--- src/rtl/la_pkg.sv ---
// Shared types and default sizes for the logic-analyser capture block.
package la_pkg;
    localparam int DEF_DATA_W = 8;
    localparam int DEF_ADDR_W = 11;
    localparam int DEPTH      = 2**DEF_ADDR_W;

    typedef enum logic [2:0] {
        IDLE, PRE, WAIT_TRIG, POST, DONE, READOUT
    } cap_state_t;
endpackage

--- src/rtl/la_trig_cmp.sv ---
// Masked equality compare: a sample matches when every masked bit equals the trigger value.
module la_trig_cmp
    import la_pkg::*;
#(
    parameter int DATA_W = DEF_DATA_W
) (
    input  logic [DATA_W-1:0] sample,
    input  logic [DATA_W-1:0] mask,
    input  logic [DATA_W-1:0] value,
    output logic              match
);
    assign match = ((sample ^ value) & mask) == '0;
endmodule

--- src/rtl/capture_sequencer.sv ---
// Circular-buffer capture sequencer: pre-trigger fill, masked trigger, post fill,
// then ordered readout from an external 1-cycle-latency BRAM.
module capture_sequencer
    import la_pkg::*;
#(
    parameter int DATA_W = DEF_DATA_W,
    parameter int ADDR_W = DEF_ADDR_W
) (
    input  logic              CLK,
    input  logic              RST_N,
    input  logic              arm,
    input  logic              abort,
    input  logic [DATA_W-1:0] sample_in,
    input  logic              sample_valid,
    input  logic [DATA_W-1:0] trig_mask,
    input  logic [DATA_W-1:0] trig_value,
    input  logic [ADDR_W-1:0] pretrig,
    input  logic              rd_start,
    output logic [DATA_W-1:0] rd_data,
    output logic              rd_valid,
    input  logic              rd_ready,
    output logic              bram_en,
    output logic              bram_we,
    output logic [ADDR_W-1:0] bram_addr,
    output logic [DATA_W-1:0] bram_din,
    input  logic [DATA_W-1:0] bram_dout,
    output logic              busy,
    output logic              triggered,
    output logic              done,
    output logic [ADDR_W-1:0] trig_addr
);
    localparam int                BUF_DEPTH = 2**ADDR_W;
    localparam logic [ADDR_W-1:0] LAST      = ADDR_W'(BUF_DEPTH-1);

    cap_state_t        state, state_nxt;
    logic [ADDR_W-1:0] wr_ptr, rd_ptr, pre_q, cnt, rd_cnt, rd_base;
    logic [DATA_W-1:0] rd_hold;
    logic              rd_first, match, hit, rd_acc, pre_last, post_last;

    la_trig_cmp #(.DATA_W(DATA_W)) u_trig (
        .sample(sample_in), .mask(trig_mask), .value(trig_value), .match(match)
    );

    assign hit       = (state == WAIT_TRIG) && sample_valid && match;
    assign rd_acc    = rd_valid && rd_ready;
    assign pre_last  = sample_valid && (cnt == pre_q - ADDR_W'(1));
    assign post_last = sample_valid && (cnt == ADDR_W'(BUF_DEPTH-2) - pre_q);
    assign rd_base   = trig_addr - pre_q;
    // First valid cycle passes the BRAM output through; later cycles replay the held copy.
    assign rd_data   = rd_first ? bram_dout : rd_hold;

    always_ff @(posedge CLK or negedge RST_N) begin
        if (!RST_N) state <= IDLE;
        else        state <= state_nxt;
    end

    always_comb begin
        state_nxt = state;
        if (abort) begin
            state_nxt = IDLE;
        end else begin
            case (state)
                IDLE, DONE: begin
                    if (arm)                           state_nxt = (pretrig == '0) ? WAIT_TRIG : PRE;
                    else if (state == DONE && rd_start) state_nxt = READOUT;
                end
                PRE:       if (pre_last)  state_nxt = WAIT_TRIG;
                WAIT_TRIG: if (hit)       state_nxt = (pre_q == LAST) ? DONE : POST;
                POST:      if (post_last) state_nxt = DONE;
                READOUT:   if (rd_acc && rd_cnt == LAST) state_nxt = DONE;
                default:   state_nxt = IDLE;
            endcase
        end
    end

    always_comb begin
        busy = 1'b0;
        done = 1'b0;
        case (state)
            PRE, WAIT_TRIG, POST: busy = 1'b1;
            DONE:                 done = 1'b1;
            READOUT: begin
                busy = 1'b1;
                done = 1'b1;
            end
            default: ;
        endcase
    end

    always_ff @(posedge CLK or negedge RST_N) begin
        if (!RST_N) begin
            wr_ptr    <= '0;
            rd_ptr    <= '0;
            trig_addr <= '0;
            pre_q     <= '0;
            cnt       <= '0;
            rd_cnt    <= '0;
            rd_hold   <= '0;
            rd_first  <= 1'b0;
            rd_valid  <= 1'b0;
            triggered <= 1'b0;
            bram_en   <= 1'b0;
            bram_we   <= 1'b0;
            bram_addr <= '0;
            bram_din  <= '0;
        end else if (abort) begin
            bram_en   <= 1'b0;
            bram_we   <= 1'b0;
            rd_valid  <= 1'b0;
            rd_first  <= 1'b0;
            triggered <= 1'b0;
        end else begin
            case (state)
                IDLE, DONE: begin
                    bram_en <= 1'b0;
                    bram_we <= 1'b0;
                    if (arm) begin
                        // An ADDR_W-wide pretrig can never exceed DEPTH-1, so no clamp is needed.
                        pre_q     <= pretrig;
                        wr_ptr    <= '0;
                        cnt       <= '0;
                        triggered <= 1'b0;
                    end else if (state == DONE && rd_start) begin
                        bram_en   <= 1'b1;
                        bram_addr <= rd_base;
                        rd_ptr    <= rd_base + ADDR_W'(1);
                        rd_cnt    <= '0;
                    end
                end
                PRE, WAIT_TRIG, POST: begin
                    bram_en <= sample_valid;
                    bram_we <= sample_valid;
                    if (sample_valid) begin
                        bram_addr <= wr_ptr;
                        bram_din  <= sample_in;
                        wr_ptr    <= wr_ptr + ADDR_W'(1);
                        cnt       <= cnt + ADDR_W'(1);
                    end
                    if (hit) begin
                        trig_addr <= wr_ptr;
                        triggered <= 1'b1;
                        cnt       <= '0;
                    end
                end
                READOUT: begin
                    bram_we <= 1'b0;
                    if (bram_en) begin
                        bram_en  <= 1'b0;
                        rd_valid <= 1'b1;
                        rd_first <= 1'b1;
                    end
                    if (rd_valid) begin
                        rd_first <= 1'b0;
                        if (rd_first) rd_hold <= bram_dout;
                    end
                    if (rd_acc) begin
                        rd_valid <= 1'b0;
                        rd_cnt   <= rd_cnt + ADDR_W'(1);
                        if (rd_cnt != LAST) begin
                            bram_en   <= 1'b1;
                            bram_addr <= rd_ptr;
                            rd_ptr    <= rd_ptr + ADDR_W'(1);
                        end
                    end
                end
                default: begin
                    bram_en <= 1'b0;
                    bram_we <= 1'b0;
                end
            endcase
        end
    end
endmodule

--- config.mk ---
export PLATFORM = sky130hd
export DESIGN_NAME = capture_sequencer
export DESIGN_NICKNAME = d
export VERILOG_FILES = /design/src/rtl/la_pkg.sv /design/src/rtl/la_trig_cmp.sv /design/src/rtl/capture_sequencer.sv
export SDC_FILE = /design/constraint.sdc
export NUM_CORES = 1
export LEC_CHECK = 0
export ABC_AREA = 1
export CAP_MARGIN = 15
export CORE_MARGIN = 5
export CORE_UTILIZATION = 30
export CTS_BUF_LIST = sky130_fd_sc_hd__clkbuf_4 sky130_fd_sc_hd__clkbuf_8 sky130_fd_sc_hd__clkbuf_16
export DETAILED_ROUTE_END_ITERATION = 6
export GPL_TIMING_DRIVEN = 1
export PLACE_DENSITY = 0.5
export RECOVER_POWER = 100
export SETUP_SLACK_MARGIN = 0.15
export SLEW_MARGIN = 0
export SYNTH_ARGS = -nofsm -noshare
export SYNTH_HDL_FRONTEND = slang
export SYNTH_SLANG_ARGS = --single-unit
export TNS_END_PERCENT = 50
--- constraint.sdc ---
create_clock -name CLK -period 2.8 [get_ports CLK]
set_input_delay 0.42 -clock CLK [delete_from_list [all_inputs] [get_ports CLK]]
set_output_delay 0.42 -clock CLK [all_outputs]
set_load 0.005 [all_outputs]
-- After elaboration in Yosys (flattened, before gate mapping)
Index checks and enable logic that the tools add are counted.
- flip-flop bits (word level): 101
- bits of input ports: 50
- $add $sub $neg: 8
- equal/unequal tests: 24
- mux-type cells: 53
- bitwise gates (word level): 3
- reductions and logical operators: 34
- operators by type and width (kind ; number):
    $mux W11 ; 16
    $pmux W11 S2 ; 4
    $add A11 B1 Y11 const B ; 5
    $pmux W11 S3 ; 1
    $mux W3 ; 8
    $eq A11 B11 Y1 ; 2
    $eq A11 B11 Y1 const B ; 2
    $ne A3 B3 Y1 const B ; 7
    $mux W1 ; 19
    $pmux W3 S5 ; 1
    $reduce_and A3 Y1 ; 5
    $ne A2 B2 Y1 const B ; 6
    $reduce_bool A3 Y1 ; 4
    $logic_not A11 Y1 ; 1
    $ne A11 B11 Y1 const B ; 1
    $sub A11 B1 Y11 const B ; 1
    $sub A11 B11 Y11 ; 1
    $sub A11 B11 Y11 const A ; 1
    $reduce_and A5 Y1 ; 2
    $and A8 B8 Y8 ; 1
    $logic_not A8 Y1 ; 1
    $mux W8 ; 1
    $reduce_and A4 Y1 ; 2
    $xor A8 B8 Y8 ; 1
    other kinds (17) ; 29

-- Depth between registers and ports, before layout
- depth after elaboration: 7
- depth in mapped cells: 18
- mapped depth without buffers: 18

-- Hierarchy
From an unflattened synthesis, not the netlist that was laid out.
- cell total of the unflattened synthesis: 965
- area total of the unflattened synthesis: 6577.6 um2
- modules (own cells, without submodules) (module ; times used ; cells an instance ; area an instance (um2) ; sequential area each (um2)):
    capture_sequencer ; 1 ; 923 ; 6414.9 ; 2527.4
    la_trig_cmp ; 1 ; 42 ; 162.7 ; 0.0

-- Least setup slack after synthesis
OpenSTA, ideal clock, no wires.
- path type: reg-to-reg
- start: register pre_q[0]
- end: register rd_ptr[8]
- arrival time: 2.226 ns
- required time: 2.674 ns
- path slack: 0.448 ns
- stages on the path, launching flop included: 16
- path buffers: 0
- period minus slack after synthesis: 2.352 ns
- path through: dfrtp_1 > ha_1 > inv_1 > fa_1 > nand2_1 > nand2_1 > ha_1 > inv_1 > nor2_1 > nand3_1 > nor2_1 > nand3_1 > nor2_1 > nand2_1 > nand3_1 > o21ai_0
- word-level cells in the longest chain between the ends: 5
- RTL lines (element ; RTL line ; text):
    from (decl) ; capture_sequencer.sv:36 ; logic [ADDR_W-1:0] wr_ptr, rd_ptr, pre_q, cnt, rd_cnt, rd_base;
    from (signal assigned) ; capture_sequencer.sv:119 ; pre_q <= pretrig;
    $sub A11 B11 Y11 ; capture_sequencer.sv:48 ; assign rd_base = trig_addr - pre_q;
    $add A11 B1 Y11 ; capture_sequencer.sv:126 ; rd_ptr <= rd_base + ADDR_W'(1);
    $mux W11 ; capture_sequencer.sv:123 ; end else if (state == DONE && rd_start) begin
    $mux W11 ; capture_sequencer.sv:117 ; if (arm) begin
    $pmux W11 S2 ; capture_sequencer.sv:113 ; case (state)
    to (signal assigned) ; capture_sequencer.sv:126 ;
    to (signal assigned) ; capture_sequencer.sv:162 ; rd_ptr <= rd_ptr + ADDR_W'(1);
    to (decl) ; capture_sequencer.sv:36 ;
Every way passes these cells. The select of a mux whose other input is x is not followed.
A chain may end at the register's enable or synchronous reset.

-- Worst setup path after layout
- start: register state[2]
- end: output busy
- word-level cells in the longest chain between the ends: 3
- elaborated cells on any way between the ends: 6
- classes of those cells: eq/ne (4); mux (1); reduce/logical (1)
- RTL lines (element ; RTL line ; text):
    from (decl) ; capture_sequencer.sv:35 ; cap_state_t state, state_nxt;
    from (signal assigned) ; capture_sequencer.sv:54 ; else state <= state_nxt;
    $eq A3 B2 Y1, or another cell as far along ; capture_sequencer.sv:79 ; case (state)
    $reduce_or A4 Y1 (no source line) * ; n/a ;
    $mux W1 * ; capture_sequencer.sv:79 ;
    to (decl) ; capture_sequencer.sv:27 ; output logic busy,
Mark *: on every way between the ends. The rest lies on a longest branch, timed or not.

==> flow_summary_export.csv <==
group,metric,value,unit
status,status,"finished with violations",
status,violations,"capacitance limit, slew limit",
worst_setup_path,rr_startpoint,"trig_addr[0]$_DFFE_PN0P_",
clock_network,cts_buffer_depth,2,
worst_setup_path,cp_data_arrival_time,2.10,ns
floorplan,pin_count,94,
route,ant_nets,0,
route,drt_iter0_markers,383,
timing,min_period_over_period,0.898,
grt,grt_pass1_wl,32400,um
final_layout,area_growth_syn_to_layout,25.2,%
route,avgViaCountPerCell,4.76,
timing,fin_crit,2.52,ns
synthesis,yosys-top-cells-area,"dfrtp_1 (38%), nand2_1 (18%), inv_1 (7.0%), o21ai_0 (6.5%), nand3_1 (6.2%)",
place,gp_congestion,0.897,
timing,slew_headroom,-0.266,
place,hpwl,15800,um
grt,grt_overflow_total,0,
floorplan,start_util,0.303,
worst_setup_path,rr_worst_depth,16,
synthesis,ys_seq_area_frac,0.384,
min_path,worst_hold_path_type,"reg2reg",
final_layout,num-fill-cells,2325,
synthesis,syn-cell-area,6590,um2
synthesis,synth_cell_types,43,
timing,setup_violations,0,
timing,fmax,398,MHz
min_path,min_path_cells,2,
worst_setup_path,start_kind,"flip-flop",
route,vias,6423,
min_path,hold_end,"bram_din[3]$_DFFE_PN0P_",
timing,clock_skew,0.00955,ns
worst_setup_path,r2r_slack,0.29,ns
worst_setup_path,worstSetupEndpointType,"primary output",
final_layout,nets,1134,
clock_network,hold_buffers,0,
synthesis,ys_ff_latch,101,
worst_setup_path,critPathRequiredTime,2.38,ns
synthesis,yosysWarnings,0,
grt,antenna_found_initial,0,
final_layout,finalInstanceArea,8250,um2
place,placedInstanceArea,7940,um2
floorplan,rows,54,
timing,final_hold_viol_count,0,
route,drtPass1Iterations,5,
clock_network,cts_made_buffers,9,
min_path,min_from,"bram_din[3]$_DFFE_PN0P_",
place,place_ws,0.175,ns
timing,rsz0062_at_grt,"false",
timing,final_max_slew_viol_count,32,
clock_network,cts.sinks,101,
floorplan,die-area,25000,um2
final_layout,drive_above_1_share,0.0533,
grt,grt_pass1_vias,6087,
synthesis,synth_area_leader_cell,"dfrtp_1",
worst_setup_path,crit_type,"reg2out",
synthesis,synth_fp_nets,1029,
timing,finalSetupTns,0,ns
grt,grt_max_degree,52,
route,routedWlPerCell,14.9,um
route,drc,0,
grt,grtUsageTotal,0.164,
power_and_ir_drop,p_leak,3.99,nW
timing,fin_ws,0.285,ns
synthesis,synth_flop_cell,"dfrtp_1",
clock_network,h-tree-depth,3,
final_layout,antennaDiodeCount,0,
place,io_buffer_count,93,
clock_network,cts-root-buf,"clkbuf_16",
route,drt_wl_total,20200,um
power_and_ir_drop,p_per_area,928,nW/um2
synthesis,yosysMostFrequentCell,"nand2_1",
worst_setup_path,timing.rr.end,"rd_ptr[8]$_DFFE_PN0P_",
worst_setup_path,crit_fanout,9,
clock_network,clk_pin_slew_worst_paths,0.07,ns
timing,worst_pin_slew,1.90,ns
synthesis,async_flop_share,1.00,
synthesis,synthCells,961,
clock_network,cts_tree,"yes",
synthesis,synthTopCellsByCount,"nand2_1 (310), inv_1 (123), dfrtp_1 (101), o21ai_0 (86), nand3_1 (82)",
floorplan,fp.dieW,158,um
power_and_ir_drop,vdd_drop_max,0.496,mV
synthesis,synth-edff-count,0,
synthesis,synth_top_area_frac,0.384,
floorplan,core,21800,um2
synthesis,syn_avg_cell_area,6.85,um2
clock_network,clk_latency,0.35,ns
floorplan,fp.dieH,158,um
job,maxCapViolCount,1,
## power breakdown
part	internal [mW]	switching, mW
combinational	1.50	2.55
clock	0.794	0.583
sequential	1.88	0.352
total	4.17	3.48
## cell type report
type	instances	area [um2]	area share
Inverter	129	489	0.0593
Sequential cell	101	2530	0.307
Clock inverter	5	85.1	0.0103
Timing Repair Buffer	116	1090	0.132
Tap cell	280	350	0.0425
Multi-Input combinational cell	709	3480	0.421
Clock buffer	10	233	0.0282
## worst max-delay path by stage
stage	startpoint	to	slack [ns]	depth (start not counted)
floorplan	pre_q[0]$_DFFE_PN0P_	rd_ptr[8]$_DFFE_PN0P_	0.45	15
global placement	trig_addr[0]$_DFFE_PN0P_	rd_ptr[8]$_DFFE_PN0P_	0.25	16
detailed placement	trig_addr[0]$_DFFE_PN0P_	rd_ptr[8]$_DFFE_PN0P_	0.18	16
CTS	trig_addr[0]$_DFFE_PN0P_	rd_ptr[8]$_DFFE_PN0P_	0.16	16
global route	state[0]$_DFFE_PN0P_	pre_q[0]$_DFFE_PN0P_	0.09	6
finish	state[2]$_DFFE_PN0P_	busy	0.28	4
## critical path, cell delays in order (launching register included)
cell	delay, ns
dfrtp_1	0.53
inv_1	0.10
nand2_1	0.11
nand2_1	0.28
dlygate4sd3_1	0.72
## kinds of logic (layout without fill, tap and decap cells)
| family | after synthesis | count (layout) | synth area share |
|---|---|---|---|
| AND/OR/NAND/NOR | 524 | 524 | 0.347 |
| buffers and inverters | 151 | 260 | 0.0896 |
| AO/OA/AOI/OAI | 148 | 148 | 0.119 |
| flip-flops | 101 | 101 | 0.384 |
| XOR/XNOR | 19 | 19 | 0.0253 |
| adder cells (fa/ha/maj) | 18 | 18 | 0.0353 |
## cell usage in the layout, fill, tap and decap left out, drive strengths merged, types with 2 or more instances in the layout
| cell | instances |
|---|---|
| nand3b | 3 |
| a21oi | 42 |
| clkdlybuf4s50 | 48 |
| o22ai | 5 |
| nand2 | 314 |
| buf | 16 |
| nand4 | 14 |
| nor2 | 77 |
| o31ai | 4 |
| xor2 | 14 |
| nor3 | 22 |
| xnor2 | 5 |
| o21ai | 89 |
| o211ai | 2 |
| ha | 17 |
| inv | 129 |
| nor4 | 5 |
| clkbuf | 18 |
| clkinv | 2 |
| bufinv | 2 |
| or2 | 2 |
| dfrtp | 101 |
| nand3 | 86 |
| dlygate4sd3 | 44 |
## stage by stage
| stage | util | std cells | hold slack [ns] | total power, mW |
|---|---|---|---|---|
| final | 0.379 | 1350 | 0.474 | 7.66 |
| after global routing | 0.379 | 1350 | 0.513 | 8.38 |
| after CTS | 0.379 | 1348 | 0.0188 | 7.75 |
| after detailed placement | 0.365 | 1333 | 0.403 | 6.32 |
| after global placement | 0.365 | 1333 | 0.400 | 6.33 |
| after floorplan | - | 961 | 0.124 | 4.81 |
## layer usage
metal,track usage,routed length [um],vias to the layer above
met2,0.250,8810,157
met5,0,0,-
met4,0.0386,286,0
li1,-,-,3303
met1,0.242,10100,2947
met3,0.0295,983,16
## flip-flops by register name, indices dropped and copies added, names as in the netlist
name and cells:
bram_addr 11, wr_ptr 11, rd_first 1, cnt 11
bram_we 1, state 3, rd_hold 8, rd_valid 1
pre_q 11, rd_ptr 11, bram_en 1, bram_din 8
trig_addr 11, rd_cnt 11, triggered 1
## what timing repair did
item | 4_1_cts | 5_1_grt
setup buffers | 0 | 2
resized for setup | 0 | 10
setup endpoints to repair | 0 | 4
(Power assumes the default switching activity.)
